==> src/rtl/x1t_modereg_bank.sv <==
// Bank of NREG mode/control registers with readback, per-register reset values,
// and optional commit deferred to the next vertical-blank rising edge.
module x1t_modereg_bank #(
  parameter int                 NREG      = 4,
  parameter int                 DW        = 8,
  parameter int                 AW        = 2,
  parameter logic [NREG*DW-1:0] RESET_VAL = '0,
  parameter logic [NREG-1:0]    SYNC_MASK = NREG'(4'b0010),
  parameter logic [NREG-1:0]    RD_MASK   = '1
) (
  input  logic               CLK,
  input  logic               I_RESET_N,
  input  logic [DW-1:0]      I_D,
  output logic [DW-1:0]      O_D,
  output logic               O_DOE,
  input  logic               I_WR,
  input  logic               I_RD,
  input  logic               I_CS,
  input  logic [AW-1:0]      I_A,
  input  logic               I_VBLANK,
  output logic [NREG*DW-1:0] O_REGS,
  output logic [NREG-1:0]    O_PEND,
  output logic [NREG-1:0]    O_CHG
);

  logic [DW-1:0] shadow_q [NREG];
  logic [DW-1:0] shadow_d [NREG];
  logic [DW-1:0] active_q [NREG];
  logic [DW-1:0] active_d [NREG];
  logic [NREG-1:0] pend_q, pend_d;
  logic [NREG-1:0] chg_q, chg_d;
  logic vbl_prev_q, vbl_prev_d;
  logic vbl_rise;
  logic wr_en;

  // Commit of pending values uses the shadow as it stood before this edge,
  // so a write landing on the vblank edge stays pending for the next one.
  always_comb begin
    vbl_rise   = I_VBLANK & ~vbl_prev_q;
    vbl_prev_d = I_VBLANK;
    wr_en      = I_CS & I_WR;
    shadow_d   = shadow_q;
    active_d   = active_q;
    pend_d     = pend_q;
    chg_d      = '0;
    for (int i = 0; i < NREG; i++) begin
      if (vbl_rise && pend_q[i]) begin
        active_d[i] = shadow_q[i];
        pend_d[i]   = 1'b0;
      end
      if (wr_en && (I_A == AW'(i))) begin
        shadow_d[i] = I_D;
        if (SYNC_MASK[i]) begin
          pend_d[i] = 1'b1;
        end else begin
          active_d[i] = I_D;
        end
      end
      chg_d[i] = (active_d[i] != active_q[i]);
    end
  end

  always_ff @(posedge CLK or negedge I_RESET_N) begin
    if (!I_RESET_N) begin
      for (int i = 0; i < NREG; i++) begin
        shadow_q[i] <= RESET_VAL[i*DW +: DW];
        active_q[i] <= RESET_VAL[i*DW +: DW];
      end
      pend_q     <= '0;
      chg_q      <= '0;
      vbl_prev_q <= 1'b1;
    end else begin
      shadow_q   <= shadow_d;
      active_q   <= active_d;
      pend_q     <= pend_d;
      chg_q      <= chg_d;
      vbl_prev_q <= vbl_prev_d;
    end
  end

  // Readback returns the last written (shadow) value, not the applied one.
  always_comb begin
    O_D   = '0;
    O_DOE = 1'b0;
    for (int i = 0; i < NREG; i++) begin
      if (I_CS && I_RD && (I_A == AW'(i)) && RD_MASK[i]) begin
        O_D   = shadow_q[i];
        O_DOE = 1'b1;
      end
    end
  end

  for (genvar g = 0; g < NREG; g++) begin : g_regs
    assign O_REGS[g*DW +: DW] = active_q[g];
  end

  assign O_PEND = pend_q;
  assign O_CHG  = chg_q;

endmodule

==> config.mk <==
export PLATFORM = sky130hd
export DESIGN_NAME = x1t_modereg_bank
export DESIGN_NICKNAME = d
export VERILOG_FILES = /design/src/rtl/x1t_modereg_bank.sv
export SDC_FILE = /design/constraint.sdc
export NUM_CORES = 1
export LEC_CHECK = 0
export BUFFER_PORTS_ARGS = -buffer_cell sky130_fd_sc_hd__buf_2
export CAP_MARGIN = 20
export CORE_UTILIZATION = 54
export DETAILED_ROUTE_END_ITERATION = 8
export PLACE_DENSITY = 0.79
export SYNTH_ARGS = -nofsm -noshare
export SYNTH_HDL_FRONTEND = slang
export SYNTH_SLANG_ARGS = --single-unit
==> constraint.sdc <==
create_clock -name CLK -period 1.7 [get_ports CLK]
set_clock_uncertainty 0.15 [all_clocks]
set_input_delay 0.085 -clock CLK [delete_from_list [all_inputs] [get_ports CLK]]
set_output_delay 0.085 -clock CLK [all_outputs]
set_load 0.005 [all_outputs]
After elaboration in Yosys (flattened, before gate mapping)
Cells that the tools add are included.
Cells by class
  shift operators: 0
  multiplexer cells: 14
  bitwise gates (word level): 3
  eq/ne operators: 7
  $lt $le $gt $ge: 0
  divide/modulo/power cells: 0
  reduce and logical (&&, ||, !) cells: 12
  multiply operators: 0
  $add $sub $neg: 0
Operators by type and width (count)
  $mux 8: 8
  $ne 8x8->1: 4
  $logic_and 1x1->1: 10
  $mux 1: 6
  $eq 2x2->1 const B: 2
  $and 1x1->1: 2
  $eq 2x1->1 const B: 1
  $logic_not 2->1: 1
  $reduce_bool 2->1: 1
  $not 1->1: 1
Storage, ports and cells
  output and inout port bits: 49
  bits in latches: 0
  bits of input ports: 16
  register bits after elaboration: 70
  memory bits (writable): 0
  logic and storage cells: 47
  memories: 0
  bits in read-only memories: 0

Depth between registers and ports, before layout
  depth after elaboration: 6
  mapped depth: 6
  gate-level depth less buffers: 3

Worst setup path before layout
OpenSTA, ideal clock, no wires.
  kind: register to register
  start point: reg vbl_prev_q
  end point: reg active_q, in the netlist O_REGS[10]
  cell stages (with the launch flop): 3
  clock period less this slack: 1407 ps
  slack: 293 ps
  data required time: 1425 ps
  path buffers: 0
  data arrival time: 1132 ps
  library setup time: 125 ps
  path through: dfstp_2 > nand3b_1 > mux2_2
RTL lines
  start: declaration: RTL line 32  | logic vbl_prev_q, vbl_prev_d;
  start signal: assignment: RTL line 77  | vbl_prev_q <= vbl_prev_d;
  end signal: indexed assignment: RTL line 67  | active_q[i] <= RESET_VAL[i*DW +: DW];
  end signal: assignment: RTL line 74  | active_q <= active_d;
  end: declaration: RTL line 28  | logic [DW-1:0] active_q [NREG];

Worst setup path in the final report
  start point: reg shadow_q[2] in the netlist's numbering
  end point: out O_D[2]
Between the ends
  word-level cells in the longest chain between the ends: 1
RTL lines
  start: declaration: RTL line 26  | logic [DW-1:0] shadow_q [NREG];
  start signal: indexed assignment: RTL line 66  | shadow_q[i] <= RESET_VAL[i*DW +: DW];
  start signal: assignment: RTL line 73  | shadow_q <= shadow_d;
  $mux 8: RTL line 86  | if (I_CS && I_RD && (I_A == AW'(i)) && RD_MASK[i]) begin
  end: declaration: RTL line 14  | output logic [DW-1:0] O_D,
Every way passes these cells.

==> flow_metrics.env <==
export IMPL_cts_buffers=9
export IMPL_synth_top_cell_area_share=0.536
export IMPL_cts_root_buf="clkbuf_8"
export IMPL_ir_drop_v=0.000738
export IMPL_synth_compound_area_frac=0.00776
export IMPL_ys_ff_latch=70
export IMPL_leakagePower_nw=2.26
export IMPL_syn_area_um2=3220
export IMPL_finalSetupTns_ps=-357
export IMPL_clockBufferDepth=2
export IMPL_coreArea_um2=5640
export IMPL_clock_sinks=70
export IMPL_drtIter0Drc=116
export IMPL_port_buffers=61
export IMPL_finalPower_mw=5.41
export IMPL_synth_adder_area_share=0
export IMPL_vias=2441
export IMPL_finalSetupViolCount=8
export IMPL_required_ps=1460
export IMPL_yosys_area_share_simple=0.205
export IMPL_synth_seq_area_share=0.544
export IMPL_grt_ovfl_total=0
export IMPL_grt_usage=0.262
export IMPL_status="complete, but fails checks"
export IMPL_grt_max_degree=27
export IMPL_finalCritPeriodShare=1.04
export IMPL_cts_htree_levels=3
export IMPL_grt_first_pass_wirelength_mm=11.9
export IMPL_layout_commonest_cell="nand2_1"
export IMPL_fin_nets=404
export IMPL_muxShareOfSynthArea=0.113
export IMPL_max_freq_mhz=566
export IMPL_antenna_found_initial=0
export IMPL_drive_gt1_frac=0.341
export IMPL_die_y_um=79.3
export IMPL_violations="setup timing"
export IMPL_finalCriticalPeriod_ps=1770
export IMPL_clkLatencyLatePin_ps=340
export IMPL_die_area_um2=6280
export IMPL_path_clk_slew_ps=80
export IMPL_worst_slack_ps=-67.1
export IMPL_dp_hpwl_mm=5.06
export IMPL_synth_area_per_cell_um2=10.7
export IMPL_route_detailed_drc=0
export IMPL_finalWeightedCongestion=0.855
export IMPL_path_max_fanout=2
export IMPL_start_util=0.572
export IMPL_ant_nets=0
export IMPL_synthCells=302
export IMPL_timing_hold_worst_class="input port to flip-flop"
export IMPL_drt_pass1_iter_count=4
export IMPL_yosysTopAreaCell="dfrtp_1"
export IMPL_io_pins=65
export IMPL_synth_xor_area_frac=0.0869
export IMPL_path_class="flip-flop to output pin"
export IMPL_die_x_um=79.3
export IMPL_powerDensity_nw_per_um2=1310
export IMPL_wire_per_inst_um=16.2
export IMPL_antennaDiodeCount=0
export IMPL_drv_cap=0
export IMPL_yosys_warnings=0
export IMPL_maxSlewViolCount=0
export IMPL_critPathLaunchType="flip-flop"
export IMPL_layout_common_cells="121 x nand2_1, 69 x dfrtp_1, 57 x buf_2"
export IMPL_cp_arrival_ps=1530
export IMPL_synth_top_family_by_area="simple AND/OR/NAND/NOR gates"
export IMPL_netlist_top_cells_area="dfrtp_1 54%, nand2_1 14%, xor2_1 8.7%, mux2_2 5.6%, mux4_2 4.9%"
export IMPL_area_delta_synth_final_pct=27.9
export IMPL_worstSetupEndpointType="output pin"
export IMPL_vias_per_cell=5.25
export IMPL_first_global_vias=2278
export IMPL_tritoncts="built"
export IMPL_hold_viol_final=0
export IMPL_routed_wl_mm=7.54
export IMPL_rows=27
export IMPL_rsz0062_at_grt="yes"
export IMPL_synth_cell_types=26
export IMPL_final_util=0.731
-- final timing paths --
check / startpoint / to / slack (ps) / depth (start not counted)
hold / removal: I_WR / O_PEND[1] / 60 / 3
min in group asynchronous: I_RESET_N / shadow_q[10] / 190 / 3
setup reg to reg: vbl_prev_q / O_REGS[12] / 170 / 2
setup / recovery: shadow_q[2] / O_D[2] / -70 / 3
hold reg to reg: shadow_q[13] / shadow_q[13] / 330 / 2
max in group asynchronous: I_RESET_N / O_CHG[1] / 520 / 3
-- worst max-delay path: stages (launching register included) --
cell and delay (ps):
dfrtp_1 420, mux4_2 490, and2_4 170, buf_6 100
-- cells in the mapped netlist --
| cell | instances |
|---|---|
| nand2_1 | 121 |
| dfrtp_1 | 69 |
| xor2_1 | 32 |
| mux2_2 | 16 |
| and2_1 | 9 |
| clkbuf_1 | 9 |
| nor4_1 | 8 |
| mux4_2 | 7 |
| buf_2 | 6 |
| a21oi_1 | 4 |
| buf_4 | 4 |
| buf_6 | 3 |
| and4_1 | 1 |
| and4b_1 | 1 |
| and4bb_2 | 1 |
| clkbuf_2 | 1 |
| conb_1 | 1 |
| dfstp_2 | 1 |
| inv_1 | 1 |
| mux4_1 | 1 |
| nand3b_1 | 1 |
| nand4_2 | 1 |
| nand4b_2 | 1 |
| nand4b_4 | 1 |
| nand4bb_1 | 1 |
| o21ai_0 | 1 |
-- final cells by class --
class / count / area [um^2]
multi-input combinational: 210 / 1350
tap: 72 / 90.1
fill: 391 / 1520
sequential: 70 / 1750
clock buffer: 9 / 124
clock inverter: 7 / 160
timing repair buffer: 96 / 646
inverter: 1 / 3.75
-- per-stage QoR --
stage / cell area (um^2) / hold WS, ps / setup slack, ps / cells
3_5_place_dp: 3560 / -179 / 123 / 419
2_1_floorplan: 3230 / -361 / 293 / 304
6_report: 4130 / 59.0 / -67.1 / 465
5_1_grt: 4130 / 83.4 / -101 / 465
4_1_cts: 4030 / 45.4 / -73.7 / 455
3_3_place_gp: 3560 / -179 / 158 / 419
-- registers in the layout, summed over array words and instances, names as in the netlist --
name	flops
O_PEND	1
O_REGS	32
shadow_q	32
O_CHG	4
vbl_prev_q	1
-- cells by family after synthesis --
logic type                count (synthesis)
and+or+nand+nor                         146
AOI/OAI and AO/OA                         5
muxes                                    24
xor gates and xnor gates                 32
other                                     1
DFF                                      70
buffers and inverters                    24
-- layer usage --
metal	vias to the layer above	part of all wire	track usage
met1	1191	0.45	0.370
met5	-	0	0
met4	0	0.026	0.118
li1	1142	-	-
met2	92	0.47	0.399
met3	16	0.054	0.0414
-- power by group --
part | total, mW | internal (mW) | switching [mW]
Sequential | 2.32 | 2.02 | 0.300
Combinational | 1.20 | 0.674 | 0.528
Clock | 1.89 | 1.27 | 0.626
-- repair_timing --
action,4_1_cts,5_1_grt
buffers inserted,9,10
hold buffers,11,0
endpoints found under the hold margin,121,0
endpoints found under the setup margin,8,8
resized for setup,5,4
cloned,0,0
Note: power is estimated with default switching activity, not from simulation.
